<file path="src/rtl/spart_pkg.sv">
// Shared constants for the SPART bus-side controller: register map, status
// bit positions and the reset baud divisor.
package spart_pkg;

    localparam logic [1:0] ADDR_DATA = 2'b00;
    localparam logic [1:0] ADDR_STAT = 2'b01;
    localparam logic [1:0] ADDR_DBL  = 2'b10;
    localparam logic [1:0] ADDR_DBH  = 2'b11;

    localparam int STAT_HOLD_VALID = 0;
    localparam int STAT_TBR        = 1;
    localparam int STAT_OVERRUN    = 2;
    localparam int STAT_TX_DROP    = 3;

    // 50 MHz / (16 x 9600) - 1, giving a period of divisor+1 cycles
    localparam logic [15:0] DEFAULT_DIV = 16'd325;

    function automatic logic [7:0] pack_status(input logic hold_valid,
                                               input logic tbr,
                                               input logic overrun,
                                               input logic tx_drop);
        logic [7:0] s;
        s                  = 8'h00;
        s[STAT_HOLD_VALID] = hold_valid;
        s[STAT_TBR]        = tbr;
        s[STAT_OVERRUN]    = overrun;
        s[STAT_TX_DROP]    = tx_drop;
        return s;
    endfunction

endpackage

</file>
<file path="src/rtl/spart_if.sv">
// Processor I/O bus as seen by the SPART controller.
// iocs acts as valid; the slave is always ready, so every cycle with iocs=1
// is one complete access and read data lands in bus_rdata at the closing edge.
interface spart_if;
    logic       iocs;
    logic       iorw;
    logic [1:0] ioaddr;
    logic [7:0] bus_wdata;
    logic [7:0] bus_rdata;

    modport master (output iocs, output iorw, output ioaddr, output bus_wdata,
                    input  bus_rdata);
    modport slave  (input  iocs, input  iorw, input  ioaddr, input  bus_wdata,
                    output bus_rdata);
endinterface

</file>
<file path="src/rtl/spart_brg.sv">
// 16x-oversample baud enable generator: staged/active divisor and a down
// counter that pulses brg_en once every divisor+1 cycles.
module spart_brg #(
    parameter logic [15:0] DEFAULT_DIV = spart_pkg::DEFAULT_DIV
) (
    input  logic       clk,
    input  logic       rst,
    input  logic       wr_lo,
    input  logic       wr_hi,
    input  logic [7:0] wdata,
    output logic [7:0] staged_lo,
    output logic [7:0] staged_hi,
    output logic       brg_en
);
    import spart_pkg::*;

    logic [15:0] div_q;
    logic [15:0] count_q;
    logic [15:0] new_div;

    // The high-byte write is the commit, so the new high byte comes straight off the bus
    assign new_div = {wdata, staged_lo};

    always_ff @(posedge clk) begin
        if (rst) begin
            staged_lo <= DEFAULT_DIV[7:0];
            staged_hi <= DEFAULT_DIV[15:8];
            div_q     <= DEFAULT_DIV;
            count_q   <= DEFAULT_DIV;
            brg_en    <= 1'b0;
        end else begin
            if (wr_lo) begin
                staged_lo <= wdata;
            end
            if (wr_hi) begin
                staged_hi <= wdata;
                div_q     <= new_div;
                count_q   <= new_div;
                brg_en    <= 1'b0;
            end else if (div_q == 16'd0) begin
                count_q <= 16'd0;
                brg_en  <= 1'b0;
            end else if (count_q == 16'd0) begin
                count_q <= div_q;
                brg_en  <= 1'b1;
            end else begin
                count_q <= count_q - 16'd1;
                brg_en  <= 1'b0;
            end
        end
    end

endmodule

</file>
<file path="src/rtl/spart_ctrl.sv">
// SPART bus-side controller: register decode, RX hold register with overrun
// detection, TX load sequencing, and the baud enable generator.
module spart_ctrl #(
    parameter logic [15:0] DEFAULT_DIV = spart_pkg::DEFAULT_DIV
) (
    input  logic       clk,
    input  logic       rst,
    spart_if.slave     bus,
    input  logic       rda,
    input  logic [7:0] rx_data,
    output logic       clear_rda,
    input  logic       tbr,
    output logic       tx_load,
    output logic [7:0] tx_data,
    output logic       brg_en
);
    import spart_pkg::*;

    logic       rda_q;
    logic [7:0] hold_q;
    logic       hold_valid_q;
    logic       overrun_q;
    logic       tx_drop_q;
    logic [7:0] staged_lo;
    logic [7:0] staged_hi;

    logic       rda_rise;
    logic       rd_data, wr_data, wr_stat, wr_dbl, wr_dbh;
    logic [7:0] status;
    logic [7:0] rd_mux;

    assign rda_rise = rda & ~rda_q;
    assign rd_data  = bus.iocs &  bus.iorw & (bus.ioaddr == ADDR_DATA);
    assign wr_data  = bus.iocs & ~bus.iorw & (bus.ioaddr == ADDR_DATA);
    assign wr_stat  = bus.iocs & ~bus.iorw & (bus.ioaddr == ADDR_STAT);
    assign wr_dbl   = bus.iocs & ~bus.iorw & (bus.ioaddr == ADDR_DBL);
    assign wr_dbh   = bus.iocs & ~bus.iorw & (bus.ioaddr == ADDR_DBH);

    assign status = pack_status(hold_valid_q, tbr, overrun_q, tx_drop_q);

    always_comb begin
        rd_mux = 8'h00;
        case (bus.ioaddr)
            ADDR_DATA: rd_mux = hold_q;
            ADDR_STAT: rd_mux = status;
            ADDR_DBL:  rd_mux = staged_lo;
            ADDR_DBH:  rd_mux = staged_hi;
            default:   rd_mux = 8'h00;
        endcase
    end

    always_ff @(posedge clk) begin
        if (rst) begin
            rda_q         <= 1'b0;
            hold_q        <= 8'h00;
            hold_valid_q  <= 1'b0;
            overrun_q     <= 1'b0;
            tx_drop_q     <= 1'b0;
            bus.bus_rdata <= 8'h00;
            clear_rda     <= 1'b0;
            tx_load       <= 1'b0;
            tx_data       <= 8'h00;
        end else begin
            rda_q     <= rda;
            clear_rda <= rd_data;
            tx_load   <= wr_data & tbr;

            if (bus.iocs && bus.iorw) begin
                bus.bus_rdata <= rd_mux;
            end

            // A new byte always wins over a consuming read in the same cycle
            if (rda_rise) begin
                hold_q       <= rx_data;
                hold_valid_q <= 1'b1;
            end else if (rd_data) begin
                hold_valid_q <= 1'b0;
            end

            // Sticky flags: a set in the same cycle as a W1C clear wins
            if (rda_rise && hold_valid_q && !rd_data) begin
                overrun_q <= 1'b1;
            end else if (wr_stat && bus.bus_wdata[STAT_OVERRUN]) begin
                overrun_q <= 1'b0;
            end

            if (wr_data && !tbr) begin
                tx_drop_q <= 1'b1;
            end else if (wr_stat && bus.bus_wdata[STAT_TX_DROP]) begin
                tx_drop_q <= 1'b0;
            end

            if (wr_data && tbr) begin
                tx_data <= bus.bus_wdata;
            end
        end
    end

    spart_brg #(
        .DEFAULT_DIV (DEFAULT_DIV)
    ) u_brg (
        .clk       (clk),
        .rst       (rst),
        .wr_lo     (wr_dbl),
        .wr_hi     (wr_dbh),
        .wdata     (bus.bus_wdata),
        .staged_lo (staged_lo),
        .staged_hi (staged_hi),
        .brg_en    (brg_en)
    );

endmodule

</file>
<file path="src/flat_wrapper.sv">
// flat-port wrapper written by rule: the top's interface ports become plain ports
module spart_ctrl_flat import spart_pkg::*;
#(
    parameter logic [15:0] DEFAULT_DIV = spart_pkg::DEFAULT_DIV
)
  (clk, rst, rda, rx_data, clear_rda, tbr, tx_load, tx_data, brg_en, bus_iocs, bus_iorw, bus_ioaddr, bus_bus_wdata, bus_bus_rdata);
  spart_if bus_i ();
  input  logic clk;
  input  logic rst;
  input  logic rda;
  input  logic [7:0] rx_data;
  output logic clear_rda;
  input  logic tbr;
  output logic tx_load;
  output logic [7:0] tx_data;
  output logic brg_en;
  input wire logic [$bits(bus_i.iocs)-1:0] bus_iocs;
  input wire logic [$bits(bus_i.iorw)-1:0] bus_iorw;
  input wire logic [$bits(bus_i.ioaddr)-1:0] bus_ioaddr;
  input wire logic [$bits(bus_i.bus_wdata)-1:0] bus_bus_wdata;
  output wire logic [$bits(bus_i.bus_rdata)-1:0] bus_bus_rdata;
  assign bus_i.iocs = bus_iocs;
  assign bus_i.iorw = bus_iorw;
  assign bus_i.ioaddr = bus_ioaddr;
  assign bus_i.bus_wdata = bus_bus_wdata;
  assign bus_bus_rdata = bus_i.bus_rdata;
  spart_ctrl #(.DEFAULT_DIV(DEFAULT_DIV)) u_core (.clk(clk), .rst(rst), .bus(bus_i), .rda(rda), .rx_data(rx_data), .clear_rda(clear_rda), .tbr(tbr), .tx_load(tx_load), .tx_data(tx_data), .brg_en(brg_en));
endmodule
</file>
<file path="config.mk">
export PLATFORM = sky130hd
export DESIGN_NAME = spart_ctrl_flat
export DESIGN_NICKNAME = d
export VERILOG_FILES = /design/src/rtl/spart_pkg.sv /design/src/rtl/spart_if.sv /design/src/rtl/spart_brg.sv /design/src/rtl/spart_ctrl.sv /design/src/flat_wrapper.sv
export SDC_FILE = /design/constraint.sdc
export NUM_CORES = 1
export LEC_CHECK = 0
export CORE_MARGIN = 1
export CORE_UTILIZATION = 50
export DETAILED_ROUTE_END_ITERATION = 10
export GPL_ROUTABILITY_DRIVEN = 0
export HOLD_SLACK_MARGIN = 0.03
export PLACE_DENSITY = 0.8
export SLEW_MARGIN = 20
export SYNTH_ARGS = -nofsm -noshare
export SYNTH_HDL_FRONTEND = slang
export SYNTH_SLANG_ARGS = --single-unit
</file>
<file path="constraint.sdc">
create_clock -name clk -period 6.5 [get_ports clk]
set_input_delay 1.95 -clock clk [delete_from_list [all_inputs] [get_ports clk]]
set_output_delay 1.95 -clock clk [all_outputs]
set_load 0.01 [all_outputs]
</file>
# After elaboration in Yosys (flattened, before gate mapping)

Index checks and enable logic that the tools add are counted.

Register bits after elaboration: 79
Bits of input ports: 24
Output and inout bits: 19
Word-level logic and storage cells: 56

Add/sub/neg operators: 1
Equal/unequal tests: 3
Multiplexer cells: 11
Bitwise operators: 11
Reductions and logical operators: 16

Operators by type and width:

| kind                                                                  | count |
|---|---|
| 16-bit 2-to-1 mux                                                     | 3 |
| 16-bit zero test                                                      | 2 |
| 8-bit one-hot mux with 4 select lines                                 | 1 |
| 16-bit by 1-bit subtractor with 16-bit output (second input constant) | 1 |
| 1-bit AND                                                             | 9 |
| 1-bit logical AND                                                     | 7 |
| 1-bit 2-to-1 mux                                                      | 7 |
| 2-bit nonzero test                                                    | 3 |
| 2-bit == test (second input constant)                                 | 2 |
| 3-bit OR reduction                                                    | 1 |
| 2-bit by 1-bit == test with 1-bit output (second input constant)      | 1 |
| 1-bit zero test                                                       | 2 |
| 2-bit zero test                                                       | 1 |
| 1-bit inverter                                                        | 2 |

# Logic depth before layout (Yosys ltp)

Word-level depth: 6
Depth in mapped cells: 8
Mapped depth without buffers: 6

# Modules after synthesis

Synthesis repeated with hierarchy kept, for this count alone.

Cell total of the unflattened synthesis: 380
Area, all modules: 3,453.3 µm²

Modules (own cells, without submodules):

| module     | times used | cells each | area an instance (µm²) | sequential area each (µm²) |
|---|---|---|---|---|
| spart_brg  | 1          | 237        | 2,080.7                | 820.8 |
| spart_ctrl | 1          | 143        | 1,372.6                | 600.6 |

# Least setup slack after synthesis

Ideal clock, no wire load.

Kind: input-to-reg
From: in bus_ioaddr[0]
To: reg u_core.u_brg.count_q[13]
Setup time: 101 ps
Data arrival time: 3,052 ps
Data required time: 6,399 ps
Path slack: 3,347 ps
Cell stages on the path: 5
Path buffers: 1
Cell sequence: and4b_1 clkbuf_1 nor2_1 nand2_1 o41ai_1

Cells in the longest elaborated chain, start to end: 3

Ends and longest elaborated chain:

| element              | RTL line           | RTL |
|---|---|---|
| start, declared      | flat_wrapper.sv:19 | `input wire logic [$bits(bus_i.ioaddr)-1:0] bus_ioaddr;` |
| 2-bit == test        | spart_ctrl.sv:37   | `assign wr_dbh = bus.iocs & ~bus.iorw & (bus.ioaddr == ADDR_DBH);` |
| 1-bit AND            | spart_ctrl.sv:37   |  |
| 16-bit 2-to-1 mux    | spart_brg.sv:35    | `if (wr_hi) begin` |
| end signal, assigned | spart_brg.sv:38    | `count_q <= new_div;` |
| end signal, assigned | spart_brg.sv:44    | `count_q <= div_q;` |
| end signal, assigned | spart_brg.sv:47    | `count_q <= count_q - 16'd1;` |
| end, declared        | spart_brg.sv:18    | `logic [15:0] count_q;` |

Every way passes these cells.
A chain may end at the register's enable or synchronous reset.

# Worst setup path after layout

From: in bus_ioaddr[1]
To: reg u_core.u_brg.count_q[7]

Same word-level chain as after synthesis.

==> results by group <==
Status
  – Status: finished, final reports clean

Setup path
  – Crit path DAT: 4.54 ns
  – Worst setup EP type: register
  – Crit Path Max Fanout: 18
  – CP required: between 6 and 7 ns
  – WS Path Type: in2reg
  – CP startpoint kind: input pin

Timing
  – Unrepaired setup endpoints after global routing: false
  – Max Clock Freq: 0.2344 GHz
  – Final Skew: between 0.005 and 0.006 ns
  – Fin Hold WS: 0.4575 ns
  – Final worst path period share: 65.63%
  – Tightest Pin Transition: 0.9889 ns
  – Max transition margin: 34.07%
  – Hold Vio Cnt, Final: 0
  – Setup TNS: 0 ns
  – Fin crit period: 4.266 ns
  – Setup violators final: 0
  – Final Max Slew Viols: 0

Power and ir drop
  – Flop pwr share: between 40% and 50%
  – Internal: 0.7122 mW
  – Total Power Consumption: 0.9498 mW
  – Sw Pwr: 0.2377 mW
  – LEAKAGE: between 1 and 1.5 nW
  – Clock network power share: a little over 40%
  – PwrDens: 249.6 nW/um^2
  – Comb pwr share: 10.3%
  – Switching portion of total power: 25.02%
  – Peak supply drop: 0.0002235 V

Drt
  – Drt initial violations: approximately 250
  – DRC viols: 0
  – Routed wire per std cell: 16.98 microns
  – 1st-pass router iterations: 5
  – Antenna-violating nets left: 0
  – DR vias/cell: 5.987
  – Total number of vias: 2856
  – Total wire length: 8.100 mm

Synthesis
  – Synth top area cells: dfxtp_1 45%, nand2_1 8.6%, mux2i_1 5.0%, a21oi_1 4.7%, nor2_1 4.4%
  – Synthesized flop and latch total: 71
  – Post-Syn Nets: 394
  – Yosys warning total: 0
  – Post-synth top cells: 73 x nand2_1, 71 x dfxtp_1, 37 x nor2_1, 30 x a21oi_1, 16 x mux2i_1
  – Ys flop type: dfxtp_1
  – Mapped Cells: 368
  – EDFF count, synth: 0
  – Sequential share of the synthesized area: around 45%
  – Post-synth cell types: 55
  – Avg Inst Size Synth: slightly below 9 sq um
  – Async S/R FF share, synth: 0%
  – Most frequent cell after synthesis: nand2_1
  – Share of the synthesized area in the top cell type: 44.60%
  – Synthesized area: 3187 sq um
  – Biggest area consumer among synthesized cells: dfxtp_1

Worst hold path
  – Worst hold path type: reg2reg

Flow run
  – Max-Cap Viols: 0

Finish
  – NumNets Final: 423
  – N_diodes: 0
  – Layout area overhead: 19.40%
  – Share of layout cells above drive strength 1: 7.463%
  – Filler instances: 522

Floorplan
  – Die height: 81.84 microns
  – DIE AREA: between 6000 and 7000 sq um
  – Cell Rows: 28
  – Initial Util: between 50% and 60%
  – Die width: between 80 and 90 microns
  – Core area: between 6000 and 7000 sq um
  – IO Pins: 43

Global route
  – GRT Total Usage: approximately a quarter
  – Vias in the first global route: 2511
  – First-pass GRT wire length: around 12 mm
  – Gr ovfl total: 0
  – Largest net degree at the start of global routing: between 50 and 60
  – Initial antenna violation count: 0

Clock network
  – Clk slew on worst S/H paths: 0.08 ns
  – Htree depth: 3
  – Postcts setup bufs: 0
  – CTS sink cnt: roughly 70
  – # hold bufs at CTS: 0
  – CTS tree: done
  – Post-CTS sizing: 0
  – Skew-Pair Late Insertion Delay: 0.35 ns
  – Max clock buf depth: 2
  – CTS root buffer: clkbuf_8
  – Inserted Clock Buffers: 9

Placement
  – Detailed Place HPWL: 5.843 mm
  – Port bufs: 42
critical path: stages:
cell and delay (ns):
clkdlybuf4s50_1 0.82, nand4b_1 0.74, nor2_1 0.79, nand2_1 0.15, o31ai_2 0.08
power groups by stage:
stage,clock network (mW),registers [mW],logic (mW)
final,0.386,0.466,0.0979
after global routing,0.411,0.468,0.106
after CTS,0.390,0.466,0.0974
after detailed placement,0,0.476,0.0967
after global placement,0,0.475,0.0952
after floorplan,0,0.470,0.0630
cell type report:
type	count	area, sq um	area share, %
Sequential cell	71	1421	37.36
Timing Repair Buffer	42	415.4	10.92
Multi-Input combinational cell	270	1643	43.18
Clock inverter	7	96.34	2.532
Tap cell	75	93.84	2.466
Inverter	3	11.26	0.2960
Clock buffer	9	123.9	3.256
per-stage QoR:
| stage | setup WS (ns) | util (%) | cells | instance area [sq um] |
|---|---|---|---|---|
| 3_5_place_dp | 1.929 | 59.49 | 461 | 3585 |
| 4_1_cts | 2.299 | 63.14 | 477 | 3805 |
| 6_report | 2.234 | 63.14 | 477 | 3805 |
| 3_3_place_gp | 1.998 | 59.49 | 461 | 3585 |
| 2_1_floorplan | 3.347 | - | 368 | 3187 |
| 5_1_grt | 2.029 | 63.14 | 477 | 3805 |
routing by layer:
layer	share of wire [%]	vias up	wire length, microns	track usage (%)
met2	48	116	3892	41.82
met1	43	1357	3500	32.54
met5	0	-	0	0
met4	1.8	0	142	9.298
met3	7.0	13	565	6.111
li1	-	1370	-	-
layout by cell type, fill, tap and decap left out, drive strengths merged, types with 3 or more instances in the layout:
| cell | instances |
|---|---|
| nand2 | 73 |
| dfxtp | 71 |
| clkdlybuf4s50 | 41 |
| nor2 | 37 |
| a21oi | 30 |
| mux2i | 16 |
| nor3 | 12 |
| nor4 | 12 |
| clkbuf | 9 |
| o31ai | 9 |
| nor2b | 6 |
| o21ai | 6 |
| nand3 | 4 |
| mux2 | 4 |
| a221oi | 4 |
| mux4 | 4 |
| nand4 | 4 |
| inv | 4 |
| or4 | 4 |
| nand2b | 3 |
| a211o | 3 |
| o41ai | 3 |
| o31a | 3 |
| clkinvlp | 3 |
path summary, 6_finish.rpt:
| path | start | endpoint | slack (ns) | cells after the start |
|---|---|---|---|---|
| max | bus_ioaddr[1] | u_core.u_brg.count_q[7] | 2.23 | 5 |
| min | u_core.bus.bus_rdata[2] | u_core.bus.bus_rdata[2] | 0.46 | 2 |
| max reg2reg | u_core.u_brg.count_q[0] | u_core.u_brg.count_q[14] | 4.20 | 6 |
| min reg2reg | u_core.bus.bus_rdata[2] | u_core.bus.bus_rdata[2] | 0.46 | 2 |
flip-flops by register name, indices dropped and copies added (netlist names):
name / cells
u_core.bus.bus_rdata: 8
u_core.u_brg.staged_lo: 8
u_core.overrun_q: 1
u_core.rda_q: 1
u_core.tx_data: 8
u_core.clear_rda: 1
u_core.u_brg.staged_hi: 8
u_core.u_brg.div_q: 8
u_core.tx_drop_q: 1
u_core.u_brg.count_q: 16
u_core.hold_valid_q: 1
u_core.u_brg.brg_en: 1
u_core.tx_load: 1
u_core.hold_q: 8
kinds of logic after synthesis:
kind of cell	count (synthesis)	share of synthesized area, %
xor gates and xnor gates	3	0.8247
and+or+nand+nor	170	25.83
DFF	71	44.60
muxes	24	9.266
adders and majority gates	2	0.7851
buffers and inverters	27	3.847
AOI/OAI and AO/OA	71	14.84
Note: power is estimated with default switching activity, not from simulation.
